### src/rtl/fb_burst_writer.sv
// Framebuffer burst writer: turns a (start address, word count) command plus a
// pixel word stream into 4 KB-safe AXI4 INCR write bursts, one burst in flight.
module fb_burst_writer #(
  parameter int MAX_BURST = 16,
  parameter int ADDR_W    = 32
) (
  input  logic              aclk,
  input  logic              areset,
  input  logic              cmd_valid,
  output logic              cmd_ready,
  input  logic [ADDR_W-1:0] cmd_addr,
  input  logic [15:0]       cmd_len,
  input  logic              pix_valid,
  output logic              pix_ready,
  input  logic [31:0]       pix_data,
  output logic [ADDR_W-1:0] m_axi_awaddr,
  output logic [7:0]        m_axi_awlen,
  output logic [2:0]        m_axi_awsize,
  output logic [1:0]        m_axi_awburst,
  output logic              m_axi_awvalid,
  input  logic              m_axi_awready,
  output logic [31:0]       m_axi_wdata,
  output logic [3:0]        m_axi_wstrb,
  output logic              m_axi_wlast,
  output logic              m_axi_wvalid,
  input  logic              m_axi_wready,
  input  logic [1:0]        m_axi_bresp,
  input  logic              m_axi_bvalid,
  output logic              m_axi_bready,
  output logic              busy,
  output logic              done,
  output logic              err
);

  typedef enum logic [1:0] {
    IDLE = 2'd0,
    AW   = 2'd1,
    W    = 2'd2,
    B    = 2'd3
  } state_t;

  localparam logic [15:0]       MAX_LEN    = 16'(MAX_BURST);
  localparam logic [8:0]        MAX_BEATS  = 9'(MAX_BURST);
  localparam logic [ADDR_W-1:0] ALIGN_MASK = {{(ADDR_W-2){1'b1}}, 2'b00};

  state_t            state;
  state_t            state_next;
  logic [ADDR_W-1:0] addr;
  logic [15:0]       remaining;
  logic [8:0]        beat_cnt;

  logic [10:0]       to_boundary;
  logic [8:0]        len_cap;
  logic [8:0]        beats;
  logic              last_beat;
  logic              cmd_fire;
  logic              w_fire;
  logic              b_fire;
  logic              b_is_err;
  logic              xfer_last;

  // Burst size: limited by words left, MAX_BURST and the words left in this 4 KB page.
  always_comb begin
    to_boundary = 11'd1024 - {1'b0, addr[11:2]};
    if (remaining >= MAX_LEN) begin
      len_cap = MAX_BEATS;
    end else begin
      len_cap = remaining[8:0];
    end
    if ({2'b00, len_cap} > to_boundary) begin
      beats = to_boundary[8:0];
    end else begin
      beats = len_cap;
    end
  end

  assign cmd_fire  = cmd_valid && (state == IDLE);
  assign w_fire    = (state == W) && pix_valid && m_axi_wready;
  assign b_fire    = (state == B) && m_axi_bvalid;
  assign last_beat = (beat_cnt == (beats - 9'd1));
  assign xfer_last = (remaining == {7'd0, beats});
  assign b_is_err  = (m_axi_bresp == 2'b10) || (m_axi_bresp == 2'b11);

  // State register.
  always_ff @(posedge aclk or posedge areset) begin
    if (areset) begin
      state <= IDLE;
    end else begin
      state <= state_next;
    end
  end

  // Next-state logic.
  always_comb begin
    state_next = state;
    case (state)
      IDLE: begin
        if (cmd_valid && (cmd_len != 16'd0)) begin
          state_next = AW;
        end else begin
          state_next = IDLE;
        end
      end
      AW: begin
        if (m_axi_awready) begin
          state_next = W;
        end else begin
          state_next = AW;
        end
      end
      W: begin
        if (w_fire && last_beat) begin
          state_next = B;
        end else begin
          state_next = W;
        end
      end
      B: begin
        if (m_axi_bvalid) begin
          if (xfer_last) begin
            state_next = IDLE;
          end else begin
            state_next = AW;
          end
        end else begin
          state_next = B;
        end
      end
      default: state_next = IDLE;
    endcase
  end

  // Address, word count, beat counter and status registers.
  always_ff @(posedge aclk or posedge areset) begin
    if (areset) begin
      addr      <= '0;
      remaining <= 16'd0;
      beat_cnt  <= 9'd0;
      busy      <= 1'b0;
      done      <= 1'b0;
      err       <= 1'b0;
    end else begin
      done <= 1'b0;
      busy <= (state_next != IDLE);
      if (cmd_fire) begin
        addr      <= cmd_addr & ALIGN_MASK;
        remaining <= cmd_len;
        beat_cnt  <= 9'd0;
        err       <= 1'b0;
        done      <= (cmd_len == 16'd0);
      end
      if (w_fire) begin
        if (last_beat) begin
          beat_cnt <= 9'd0;
        end else begin
          beat_cnt <= beat_cnt + 9'd1;
        end
      end
      // An error response is recorded but the transfer keeps going.
      if (b_fire) begin
        addr      <= addr + ADDR_W'({beats, 2'b00});
        remaining <= remaining - {7'd0, beats};
        if (b_is_err) begin
          err <= 1'b1;
        end
        if (xfer_last) begin
          done <= 1'b1;
        end
      end
    end
  end

  assign cmd_ready     = (state == IDLE);
  assign m_axi_awvalid = (state == AW);
  assign m_axi_awaddr  = addr;
  assign m_axi_awlen   = beats[7:0] - 8'd1;
  assign m_axi_awsize  = 3'b010;
  assign m_axi_awburst = 2'b01;
  assign m_axi_wvalid  = (state == W) && pix_valid;
  assign pix_ready     = (state == W) && m_axi_wready;
  assign m_axi_wdata   = pix_data;
  assign m_axi_wstrb   = 4'hF;
  assign m_axi_wlast   = (state == W) && last_beat;
  assign m_axi_bready  = (state == B);

endmodule

### config.mk
export PLATFORM = sky130hd
export DESIGN_NAME = fb_burst_writer
export DESIGN_NICKNAME = d
export VERILOG_FILES = /design/src/rtl/fb_burst_writer.sv
export SDC_FILE = /design/constraint.sdc
export NUM_CORES = 1
export LEC_CHECK = 0
export ABC_CLOCK_PERIOD_IN_PS = 7100
export BUFFER_PORTS_ARGS = -buffer_cell sky130_fd_sc_hd__buf_4
export CORE_AREA = 3 3 107 109
export DETAILED_ROUTE_END_ITERATION = 10
export DIE_AREA = 0 0 110 112
export GPL_ROUTABILITY_DRIVEN = 1
export GPL_TIMING_DRIVEN = 0
export PLACE_DENSITY = 0.76
export SYNTH_ARGS = -nofsm -noshare
export SYNTH_HDL_FRONTEND = slang
export SYNTH_SLANG_ARGS = --single-unit
### constraint.sdc
create_clock -name aclk -period 7.1 [get_ports aclk]
set_input_delay 0.355 -clock aclk [delete_from_list [all_inputs] [get_ports aclk]]
set_output_delay 0.355 -clock aclk [all_outputs]
set_load 0.05 [all_outputs]
Yosys cells after proc, flatten, opt, wreduce, memory -nomap -nowiden
Cells that the tools add are included. W data, S select, Z words.

Word-level logic and storage cells: 58. Output and inout port bits: 90. Flip-flop bits (word level): 62. Bits of input ports: 89.

Reductions and logical operators: 15. Multiplexer cells: 21. Magnitude comparators: 2. Equal/unequal tests: 7. Add/sub/neg operators: 6.

Operators with widths (number): $mux W32 (2); $mux W9 (5); $add A32 B11 Y32 (1); $mux W16 (2); $eq A16 B9 Y1 (1); $ge A16 B5 Y1 const B (1); $logic_not A16 Y1 (1); $reduce_bool A16 Y1 (1); $sub A16 B9 Y16 (1); $gt A9 B11 Y1 (1); $sub A11 B10 Y11 const A (1); $add A9 B1 Y9 const B (1); $eq A9 B9 Y1 (1); $mux W1 (9); $sub A9 B1 Y9 const B (1); $eq A2 B2 Y1 const B (4); $logic_and A1 B1 Y1 (8); $pmux W2 S4 (1); $sub A8 B1 Y8 const B (1); $reduce_bool A2 Y1 (3); $mux W2 (2); $eq A2 B1 Y1 const B (1); $logic_not A2 Y1 (1); $logic_or A1 B1 Y1 (1).

Longest topological paths before layout
Gate-level depths: netlist of run 1.

Word-level depth: 10. Mapped depth: 26. Gate-level depth less buffers: 25.

Worst setup path before layout of run 1
OpenSTA, ideal clock, no wires.

Path kind: register to output. Start: register addr[7] (netlist: m_axi_awaddr[7]). End: output m_axi_wlast. Required time: 6.745 ns. Slack: 0.306 ns. Path buffers: 4. Cell stages (with the launch flop): 24. Arrival: 6.439 ns. Cell sequence: dfrtp_1 buf_6 or4_1 o21a_1 or2_1 buf_2 ha_1 o21a_1 o32a_1 o21ai_1 nor2_2 buf_4 o21ai_0 inv_1 ha_1 and3_2 a32o_1 and3_2 o31a_1 xnor2_2 o211ai_1 or4_4 buf_6 nor3b_2.

Cells in the longest elaborated chain, start to end: 6.

Ends and longest elaborated chain: from (decl) (RTL line 48) `logic [ADDR_W-1:0] addr;`; from (signal assigned) (RTL line 146) `addr <= cmd_addr & ALIGN_MASK;`; from (signal assigned) (RTL line 161) `addr <= addr + ADDR_W'({beats, 2'b00});`; $sub A11 B10 Y11 (*) (RTL line 64) `to_boundary = 11'd1024 - {1'b0, addr[11:2]};`; $gt A9 B11 Y1 (RTL line 70) `if ({2'b00, len_cap} > to_boundary) begin`; $mux W9 (*) (RTL line 70); $sub A9 B1 Y9 (*) (RTL line 80) `assign last_beat = (beat_cnt == (beats - 9'd1));`; $eq A9 B9 Y1 (*) (RTL line 80); $logic_and A1 B1 Y1 (*) (RTL line 183) `assign m_axi_wlast = (state == W) && last_beat;`; to (decl) (RTL line 24) `output logic m_axi_wlast,`.

Every way passes the cells marked *; elsewhere a longest branch is shown, timed or not.

Worst setup path after layout of run 1
Start: register addr[2] (netlist: m_axi_awaddr[2]). End: output m_axi_wlast.

Same word-level chain as after synthesis.

==> results.txt, run 1 <==
- Crit path cell chain: inv_1 -> ha_1 -> or4b_4 -> nor4_2 -> xor2_1 -> ha_1 -> nand4_1 -> o32a_1 -> o21ai_2 -> nor2_4 -> buf_4 -> o21ai_2 -> inv_1 -> ha_2 -> and3_2 -> a32o_1 -> nor3_1 -> nor2_1 -> mux2_2 -> or4_4 -> buf_6 -> nor3b_2 -> buf_4
* Async set or reset register ratio after synthesis: 100%
* Total number of clock tree sinks: 60
- Setup repair after global routing left no endpoint under its margin.
* Layout Cells excl Fill: 986
- Relative slew slack: 42.2%
* Layout cell share with drive strength beyond 1: 27.9%
* Total core area: 0.0107 mm2
* Maximum fanout encountered on the critical timing path: 10
- The floorplan step defined a die boundary enclosing 0.0123 mm2.
- Total buffers and inverters traversed by the critical path: 5
* Placer Congestion: about 0.92
* First-pass DRT Iterations: 5
* Number of antenna violations at the first check in global routing: 0
* Die Width: approximately 110 um
- FF-to-FF End: beat_cnt[5]$_DFFE_PP0P_
- Clock tree synthesis inserted a total of 9 buffers.
* Starting density of the core: 50.9%
- Library cells used by synthesis: 82
* Worst Tran Pin Value: roughly 0.86 ns
- For this block, the routed nets add up to 17100 um of wire.
- Master cell of the clock root buffer: clkbuf_8
* Number of max-cap violations: 0
- The first global-routing pass estimated approximately 27000 um of wire.
* Post-synthesis to final-layout area growth: 26.3%
- Setup-failing EPs final: 0
- For the finished layout, the period the worst path requires is slightly below 7 ns.
* Pin count of the biggest net entering global routing: ~40
* CTS clk-pin slew, worst paths: 0.07 ns
- In this run the critical register-to-register path is launched from m_axi_awaddr[2]$_DFFE_PP0P_.
- Avg Synthesized Cell Area: 7.93 um2
- In the final design database the tool counted ~960 nets.
- Post-layout power: 0.00316 W
- The slowest stage of the critical path is the or4_4 cell.
- IR analysis of the VDD net gives a maximum drop of 282 uV.
* Worst clock skew: between 0.009 and 0.01 ns
- The via count of the first global-routing pass was approximately 5600.
- In the finished design, the share of the clock period the worst path needs comes to 95.6%.
- Vias after detailed routing: 5825
- For this run, design rule violations remaining after detail routing come to 0.
* Count of final max-slew check failures: 0
* Number of hold violations in the final report: 0
* Count of antenna diodes in the layout: 0
* Data required time of the worst path: just under 7 ns
* Grt total ovfl: 0
- Worst reg2reg path depth: 23
* Resize count post-CTS: 2
- Using the TritonRoute via totals, the vias-per-cell ratio works out to around 6.
- Peak per-stage delay on the critical path: 0.57 ns
- In this design, the largest share of critical-path delay is due to simple AND/OR/NAND/NOR gates.
- The setup path with the least slack is of type flip-flop to output pin.
- After floorplanning, the core was divided into 38 placement rows.
- Utilization after layout: 64.2%
- The later pin in the worst-skew pair is clocked with a latency of 0.35 ns.
* Register area share after synthesis: 27.6%
- Minimum setup slack among reg-to-reg paths: 1.02 ns
- During I/O placement, the number of pins put on the boundary was 179.
- Worst EP arrival: 6.43 ns
- Count of fill cells added during filler insertion: roughly 940
* Total global-route track usage: 27.9%
- FMAX: 147 MHz
* DRC violation total after the first TritonRoute iteration: ~410
- In this run, synthesis inferred 0 flip-flops with an integrated enable.
* Clock tree buffer depth: 2
* CTS tree: built
- Hold buffer count at CTS: 0
- Tracing the worst setup path back leads to its startpoint at m_axi_awaddr[2]$_DFFE_PP0P_.
* Number of placed instances, taps included: around 970
- Number of register bits inferred by synthesis: 60
* Power per Cell Area: 461 mW/mm2
- For this run, the leading register cell type out of synthesis is dfrtp_1.
* Average wire per cell in the routed design: 17.3 um
- STA classifies the critical path endpoint as an output pin.
- Post-Syn Instances: slightly below 700
- After synthesis the cells add up to 0.00544 mm2.
- Setup Fix Bufs, Post-CTS: 0
* Class of the most critical hold timing path: input pin to asynchronous set/reset pin
- Setup TNS Final: 0 ns
- HPWL after detailed placement: 13300 um
* Die Height: approximately 110 um
* Run status: finished clean
* Maximum level of the CTS H-tree: 3
- The analysis attributes to cell leakage a power of 3.20 nW.
* Number of port buffers: roughly 130
- Number of nets with antenna violations after detailed routing: 0
* Element type at the critical path start: flip-flop
- For this run, the number of Yosys warnings is 0.
==> placed cells by master (no fill, tap or decap), types with 4 or more instances in the layout <==
master	Yosys	layout
buf_2	7	7
a31oi_1	20	20
o211ai_1	5	5
nand3_1	17	17
nand2b_1	4	4
or3_1	4	4
a21oi_1	29	29
conb_1	2	15
and2_1	9	9
nor3b_1	4	4
nor2_1	59	59
buf_4	45	177
ha_1	29	28
nand4_1	11	11
xor2_1	9	9
a21o_1	7	7
nor3_1	18	18
nand2_1	88	88
clkbuf_8	0	12
o21ai_0	29	28
a311oi_1	7	7
a21boi_0	4	4
xnor2_1	18	18
and3_1	17	17
nor4_1	8	7
mux2i_1	6	6
nor2b_1	4	4
dfrtp_1	60	60
clkbuf_1	20	20
and4_1	4	4
o22ai_1	13	13
o31ai_1	4	4
a211oi_1	8	8
inv_1	32	31
==> metrics by stage <==
step	hold slack, ns	instance area (um2)	worst slack (ns)
2_1_floorplan	0.471	5490	0.306
3_3_place_gp	0.490	6660	0.244
3_5_place_dp	0.418	6680	0.141
4_1_cts	0.0410	6860	0.122
5_1_grt	0.0531	6870	0.0206
6_report	0.0282	6870	0.316
==> worst reg2reg max path, cell delays in order (launching register included) <==
cell	delay, ns
dfrtp_1	0.52
inv_1	0.13
ha_1	0.19
or4b_4	0.52
nor4_2	0.20
xor2_1	0.29
ha_1	0.22
nand4_1	0.10
o32a_1	0.31
o21ai_2	0.17
nor2_4	0.13
buf_4	0.20
o21ai_2	0.24
inv_1	0.15
ha_2	0.25
and3_2	0.22
a32o_1	0.25
nor3_1	0.44
nor2_1	0.12
mux2_2	0.28
or4_4	0.57
buf_6	0.17
a31oi_1	0.19
mux2i_1	0.10
==> how the worst max path moves through the flow <==
| stage | to | slack (ns) | depth (start not counted) |
|---|---|---|---|
| final | m_axi_wlast | 0.32 | 23 |
| after global routing | m_axi_wlast | 0.02 | 23 |
| after CTS | m_axi_wlast | 0.12 | 23 |
| after detailed placement | m_axi_wlast | 0.14 | 23 |
| after global placement | m_axi_wlast | 0.24 | 23 |
| after floorplan | m_axi_wlast | 0.31 | 23 |
==> state kept, by name, indices dropped and copies added, names as in the netlist <==
| name | count |
|---|---|
| beat_cnt | 9 |
| remaining | 16 |
| busy | 1 |
| err | 1 |
| m_axi_awaddr | 30 |
| state | 2 |
| done | 1 |
==> where the power goes <==
part	total, W	switching, W	internal, W
logic	0.00220	0.00141	0.000784
registers	0.000683	0.000195	0.000488
clock network	0.000286	0.000136	0.000150
total	0.00316	0.00174	0.00142
==> routing by layer <==
metal / GRT usage, % / routed length (um) / share of wire (%) / vias up
met5: 0 / 0 / 0 / -
met4: 10.1 / 463 / 2.7 / 0
met3: 4.93 / 1350 / 7.9 / 34
met2: 45.8 / 8330 / 49 / 283
met1: 36.6 / 6920 / 41 / 2765
li1: - / - / - / 2743
==> kinds of logic (layout without fill, tap and decap cells) <==
logic type / after synthesis / count (layout) / synth area share [%]
DFF: 60 / 60 / 27.6
buffers and inverters: 112 / 259 / 11.4
adders and majority gates: 31 / 31 / 7.40
and+or+nand+nor: 270 / 270 / 24.7
other: 2 / 15 / 0.138
muxes: 9 / 9 / 1.93
xor gates and xnor gates: 29 / 29 / 4.94
AOI/OAI and AO/OA: 173 / 173 / 21.8
==> cells in the mapped netlist (3+ instances only) <==
master	number	area, um2
nand2_1	88	330
dfrtp_1	60	1500
nor2_1	59	221
buf_4	45	338
inv_1	32	120
a21oi_1	29	145
ha_1	29	363
o21ai_0	29	145
a31oi_1	20	125
clkbuf_1	20	75.1
nor3_1	18	90.1
xnor2_1	18	158
and3_1	17	106
nand3_1	17	85.1
o22ai_1	13	81.3
nand4_1	11	68.8
and2_1	9	56.3
xor2_1	9	78.8
a211oi_1	8	60.1
nor4_1	8	50.1
a21o_1	7	52.6
a311oi_1	7	61.3
buf_2	7	35.0
mux2i_1	6	60.1
o211ai_1	5	37.5
a21boi_0	4	30.0
and4_1	4	35.0
nand2b_1	4	25.0
nor2b_1	4	25.0
nor3b_1	4	30.0
o21ai_1	4	20.0
o31ai_1	4	30.0
or3_1	4	25.0
a211o_1	3	26.3
a221o_1	3	30.0
a31o_2	3	26.3
a32o_1	3	30.0
buf_1	3	11.3
buf_6	3	33.8
nor4b_1	3	26.3
o21a_1	3	22.5
o221a_2	3	33.8
o31a_1	3	26.3
or2_1	3	18.8
==> area by class of cell <==
| type | instances | area (um2) | area share (%) |
|---|---|---|---|
| plain buffers | 79 | 498 | 7.25 |
| multi-input cells | 527 | 3390 | 49.3 |
| clock inverters | 2 | 10.0 | 0.146 |
| repair buffers | 133 | 1010 | 14.7 |
| inverters | 33 | 124 | 1.80 |
| clock buffers | 12 | 165 | 2.40 |
| well taps | 140 | 175 | 2.55 |
| flip-flops and latches | 60 | 1500 | 21.8 |
No activity file was read; power rests on OpenSTA's default activity.
==> run 2, diff against run 1 <==
Settings changed: ABC_CLOCK_PERIOD_IN_PS 7100 to 5640, CORE_AREA 3 3 107 109 to 3 3 112 114, DIE_AREA 0 0 110 112 to 0 0 115 117, PLACE_DENSITY 0.76 to 0.73.
Clock period 7.1 ns to 5.64 ns, I/O delays scaled along.
==> run 2 against run 1 <==
  * Clock skew fell by 0.0047 ns
  * Combinational power up 45%
  * Die area rose by 9.2%
  * Critical path type unchanged
==> results.txt, run 2 (synthesis gave the netlist of run 1 again) <==
- The worst path uses 99.9% of the clock period.
* Most frequent cells in the layout: buf_4 (206), nand2_1 (84), nor2_1 (55)
- 0 antenna diodes ended up in the layout.
- By startpoint and endpoint, the worst setup path is classified as flip-flop to output pin.
- The worst path meets setup with 0.00400 ns of slack.
* Worst Tran Pin Value: between 0.8 and 0.9 ns
- Max-cap violations in this run came to 0.
- The die is 115 um wide.
* Total number of clock tree sinks: 60
- The first global-routing pass estimated 28800 um of wire.
- Worst Setup End Kind: output pin
- From synthesis to final layout, the design area changed by 38.9%.
- Worst reg2reg path depth: 25
* RSZ-0062 raised after global routing: yes
- Ports placed on the boundary: 179
- Entering global routing, the biggest net connects 33 pins.
* Count of final max-slew check failures: 0
* DRC violation count after routing: 0
- Port buffering added 132 buffers.
- Data required time of the worst path: 5.36 ns
- The via count of the first global-routing pass is between 5000 and 6000.
- Die Height: 117 um
- Prior to clock tree synthesis, the placed netlist has a worst setup slack of -0.314 ns.
- Starting density of the core: 47.3%
- Element type at the critical path start: flip-flop
* Static Leak: around 3.5 nW
- Hold buffer count at CTS: 0
* Power per Cell Area: 606 mW/mm2
- Worst EP arrival: 5.35 ns
* Vias per Instance: 5.86
* Total core area: 0.0115 mm2
- The detail route stage leaves a number of antenna-violating nets equal to 0.
- Of all nets on the critical path, the largest fanout is 8.
- The floorplan has 39 rows.
- Master cell of the clock root buffer: clkbuf_16
- Relative slew slack: 42.5%
* Maximum level of the CTS H-tree: 3
- The worst hold path belongs to the class input pin to asynchronous set/reset pin.
- Layout cell share with drive strength beyond 1: 35.5%
- Average wire per cell in the routed design: 18.1 um
- At the end of routability-driven placement, the weighted congestion stood at 0.936.
- After legalization and detailed placement, the total HPWL measured 13600 um.
- After filler insertion, the fill cell instance count of the layout stands at between 900 and 1000.
- For this block, the via count after detailed routing is approximately 6000.
* Grt total ovfl: 0
* Final Net Count: 993
- The worst-case IR drop observed on VDD is ~330 uV.
- Run status: finished clean
* Time the worst path needs with I/O delays and setup: 5.64 ns
- At the later pin of the worst-skew pair, clock insertion delay measures between 0.3 and 0.4 ns.
- CTS tree: built
- DRC violation total after the first TritonRoute iteration: between 300 and 400
- Worst clock skew: between 0.004 and 0.005 ns
- First-pass DRT Iterations: 7
- Detailed-route wire length: 18400 um
- Post-layout power: ~0.0046 W
* Clock tree buffer depth: 2
* Number of flip-flops under the largest register name: 30
* CTS Buf Count: 9
- Number of hold violations in the final report: 0
- Setup-failing EPs final: 0
- The floorplan step defined a die boundary enclosing between 0.01 and 0.015 mm2.
- Across every metal layer, demand over resource in global routing totals 27.0%.
- Clock-pin slew was measured on the worst setup and hold paths at approximately 0.050 ns.
- Based on the critical path, the design can be clocked at up to 177 MHz.
- Leaving out fill and tap cells, the most frequent cell in the layout is buf_4.
* Number of antenna violations at the first check in global routing: 0
-- run 2: changes by cell type in the layout (fill, tap and decap cells not counted), moves of 5 or more --
cell / delta
buf_4: +29
clkbuf_16: +9
clkbuf_8: -9
dfrtp_1: -6
dfrtp_2: +6
ha_4: +6
ha_1: -5
-- run 2: metrics by stage --
step	cells	TNS, ns	utilization [%]	cell area, um2	hold WS [ns]
after floorplan	699	-0.212	-	5600	0.415
after global placement	974	-0.460	58.8	6770	0.493
after detailed placement	975	-0.992	58.9	6790	0.441
after CTS	1016	-0.0610	64.0	7360	0.0962
after global routing	1021	-0.184	65.6	7560	0.122
final	1021	0	65.6	7560	0.0682
-- run 2: cell type report --
| type | count | area [um2] | area share [%] |
|---|---|---|---|
| multi-input cells | 527 | 3680 | 48.7 |
| flip-flops and latches | 60 | 1510 | 20.0 |
| repair buffers | 167 | 1290 | 17.0 |
| plain buffers | 75 | 493 | 6.52 |
| clock buffers | 15 | 278 | 3.68 |
| well taps | 143 | 179 | 2.37 |
| inverters | 33 | 126 | 1.67 |
| clock inverters | 1 | 5.00 | 0.0662 |
-- run 2: per-layer routing --
layer | GRT usage, % | share of wire [%] | vias up
met3 | 3.19 | 7.8 | 46
met5 | 0 | 0 | -
li1 | - | - | 2796
met2 | 44.0 | 49 | 311
met1 | 35.5 | 40 | 2829
met4 | 13.7 | 3.2 | 0
-- run 2: timing repair --
action                     CTS  global route
pin swaps                   18            20
buffers inserted            27             7
setup endpoints to repair   10            38
gates resized for setup     22            29
-- run 2: final timing paths --
check,startpoint,end,slack (ns)
min in group aclk,m_axi_bresp[1],err$_DFF_PP0_,0.17
worst min-delay path,areset,remaining[12]$_DFFE_PP0P_,0.07
worst max register to register,m_axi_awaddr[2]$_DFFE_PP0P_,m_axi_awaddr[11]$_DFFE_PP0P_,0.15
worst max-delay path,remaining[5]$_DFFE_PP0P_,m_axi_wlast,0.004
max in group asynchronous,areset,m_axi_awaddr[7]$_DFFE_PP0P_,4.94
worst min register to register,err$_DFF_PP0_,err$_DFF_PP0_,0.52
-- run 2: worst max-delay path, cell delays in order, from the launching register on --
cell and delay, ns:
dfrtp_1 0.40, or4_4 0.56, nor2_4 0.14, and2_4 0.16
buf_6 0.12, nand2_2 0.08, ha_1 0.30, nand4_1 0.09
o32a_1 0.38, o21ai_4 0.09, nor2_4 0.06, buf_12 0.14
o21ai_4 0.18, inv_4 0.05, ha_4 0.17, buf_4 0.16
xnor2_4 0.15, xnor2_1 0.13, nor3_1 0.07, a41o_1 0.25
a2111oi_2 0.30, nand4_1 0.13, or4_4 0.48, nor3b_4 0.23
buf_6 0.18
-- run 2: report_power, final --
| part | total, W | switching [W] | leakage (nW) | internal [W] |
|---|---|---|---|---|
| clock | 0.000529 | 0.000196 | 0.140 | 0.000333 |
| sequential | 0.000854 | 0.000234 | 0.709 | 0.000619 |
| combinational | 0.00320 | 0.00197 | 2.61 | 0.00123 |
==> run 3, diff against run 2 <==
Settings changed: PLACE_DENSITY 0.73 to 0.77.
==> run 3 against run 2 <==
  * Power increased by 0.47%
  * Routed wire length is 1.6% higher
  * Core utilization grew 0.34 points
  * Cell count up 0.49%
  * Worst setup slack gained 0.054 ns
  * Register-to-register slack better by 0.08 ns
==> results.txt, run 3 (synthesis gave the netlist of run 1 again) <==
- The floorplan step set the die width to 115 um.
- Clock skew on the completed layout was measured at 0.00729 ns.
- Clock Power Share: 11.0%
- Time the worst path needs with I/O delays and setup: approximately 5.6 ns
- Worst Setup End Kind: output pin
- For this configuration, the core starts out at a cell density of 47.3%.
- Measured against its own limit, the worst slew margin works out to 43.1%.
- Maximum level of the CTS H-tree: 3
- VDD sags by at most 339 uV.
* Class of the most critical hold timing path: input pin to asynchronous set/reset pin
- CTS tree: built
- Run status: finished clean
- Power per Cell Area: 606 mW/mm2
- Once layout is done, the placed cells without fillers occupy 0.00760 mm2.
- Switching part of the total power: a little over half
* Number of port buffers: 132
* Number of antenna violations at the first check in global routing: 0
- Via count of the first global-routing pass: ~5800
- Period utilization: 99.0%
- In this run the worst path has a maximum fanout of 4.
* Total global-route track usage: about a quarter
- The library cell used most frequently in the layout, excluding fill and tap cells, is buf_4.
- Hold buffer count at CTS: 0
* CTS clk-pin slew, worst paths: around 0.050 ns
* Worst Tran Pin Value: 0.847 ns
- Clock tree buffer depth: 2
- Grt total ovfl: 0
- The pre-antenna-repair detailed-routing pass consisted of 7 iterations.
* Static Leak: around 3.5 nW
* Switching component of the power: approximately 0.0024 W
- For the worst setup path, the data arrival time is 5.30 ns.
- For this run, global-route usage on met1 was measured as around a third.
- The routed layout has 6034 vias.
- Utilization after layout: 66.0%
- In this run, the number of DRC markers left after iteration 0 of detailed routing was 397.
* Post-synthesis to final-layout area growth: 39.6%
- The critical path in this run is classified as flip-flop to output pin.
- The post-route netlist has 35.9% of its cells at a drive strength greater than 1.
- Die Height: between 100 and 150 um
- Leaving out fill and tap cells, the most frequent cells in the layout are buf_4 (207), nand2_1 (85), nor2_1 (55).
- Wire length of the first global-routing pass: 28300 um
- Busiest metal layer after global routing: met2
- For this run, design rule violations remaining after detail routing come to 0.
* Std-Cell Rows: 39
* Average wire per cell in the routed design: between 15 and 20 um
* Clk_lat worst skew: 0.33 ns
* FMAX: 179 MHz
- The core region is 0.0115 mm2.
- CTS Buf Count: 9
* Placer Congestion: 0.890
- For met3 alone, demand over resource in global routing was under 10%.
- In this run the critical register-to-register path is launched from m_axi_awaddr[2]$_DFFE_PP0P_.
* Element type at the critical path start: flip-flop
- At the end of the flow, the number of nets in the layout was around 1000.
- Cell internal power was estimated by the tool at roughly 0.0022 W.
- Count of final max-slew check failures: 0
- The clock drives 60 sinks.
- Count of antenna diodes in the layout: 0
- Number of flip-flops under the largest register name: 30
* Vias per Instance: between 5 and 6
* Number of max-cap violations: 0
* Start point of the critical path: m_axi_awaddr[2]$_DFFE_PP0P_
- RSZ-0062 raised after global routing: yes
- Number of nets with antenna violations after detailed routing: 0
* Combinational group share of total power: 70.5%
- HPWL after detailed placement: 13600 um
- Total Die Area: roughly 0.013 mm2
- After detailed placement, the total cell area comes to 0.00679 mm2.
- Final hold analysis gives a worst-case slack of 0.0260 ns.
- Part of the power in registers: between 10% and 20%
- For this run, global-route usage on met2 was measured as a little under half.
- Ports placed on the boundary: approximately 180
- Setup-failing EPs final: 0
- Clock tree synthesis selected as its root buffer the cell clkbuf_16.
* Pin count of the biggest net entering global routing: 36
* Data required time of the worst path: 5.36 ns
- Post-layout power: 0.00460 W
- The final hold violation count came to 0.
- Detailed-route wire length: 18700 um
-- run 3: cell type report --
cell class / instances / area, um2
Buffer: 76 / 493
Clock buffer: 13 / 260
Clock inverter: 2 / 10.0
Fill cell: 961 / 3920
Inverter: 33 / 126
Multi-Input combinational cell: 527 / 3690
Sequential cell: 60 / 1510
Tap cell: 143 / 179
Timing Repair Buffer: 172 / 1330
-- run 3: what timing repair did --
action / in CTS / in global routing
gates resized for setup: 23 / 37
cloned: 0 / 0
pin swaps: 18 / 23
buffers inserted: 29 / 10
endpoints found under the setup margin: 18 / 24
-- run 3: power by group through the flow --
stage	sequential (W)	clock (W)	combinational (W)
2_1_floorplan	0.00118	0	0.00171
3_3_place_gp	0.000860	0	0.00272
3_5_place_dp	0.000868	0	0.00279
4_1_cts	0.000834	0.000514	0.00302
5_1_grt	0.000876	0.000532	0.00347
6_report	0.000851	0.000508	0.00325
-- run 3: path summary, 6_finish.rpt --
check,endpoint,slack [ns],depth (start not counted)
setup / recovery,m_axi_wlast,0.06,25
hold / removal,remaining[14]$_DFFE_PP0P_,0.03,2
setup reg to reg,remaining[14]$_DFFE_PP0P_,0.23,29
hold reg to reg,err$_DFF_PP0_,0.52,1
max in group asynchronous,m_axi_awaddr[4]$_DFFE_PP0P_,5.00,3
min in group aclk,err$_DFF_PP0_,0.18,2
-- run 3: metrics by stage --
step	std cells	setup TNS, ns	setup WS (ns)
CTS	1017	0	0.0141
detailed placement	975	-0.995	-0.308
global route	1026	-0.367	-0.110
global placement	974	-0.524	-0.258
finish	1026	0	0.0579
floorplan	699	-0.212	-0.212
-- run 3: metal layers --
metal | vias up | share of wire [%]
met5 | - | 0
met4 | 0 | 3.0
met3 | 43 | 8.2
met2 | 320 | 49
met1 | 2866 | 39
li1 | 2805 | -
-- run 3: critical path: stages, from the launching register on --
cell and delay, ns:
dfrtp_2 0.43, inv_2 0.09, ha_4 0.13, or4b_4 0.51
nor4_4 0.20, xor2_2 0.26, ha_4 0.16, buf_4 0.10
o21a_1 0.11, o32a_1 0.18, o21ai_4 0.08, nor2_4 0.17
buf_6 0.16, nand2_4 0.05, o21ai_4 0.06, inv_2 0.07
ha_4 0.18, and3_4 0.14, a32o_2 0.25, buf_6 0.13
nor3_4 0.22, nor2_4 0.05, mux2_4 0.26, or4_4 0.58
nor3b_4 0.21, buf_6 0.18
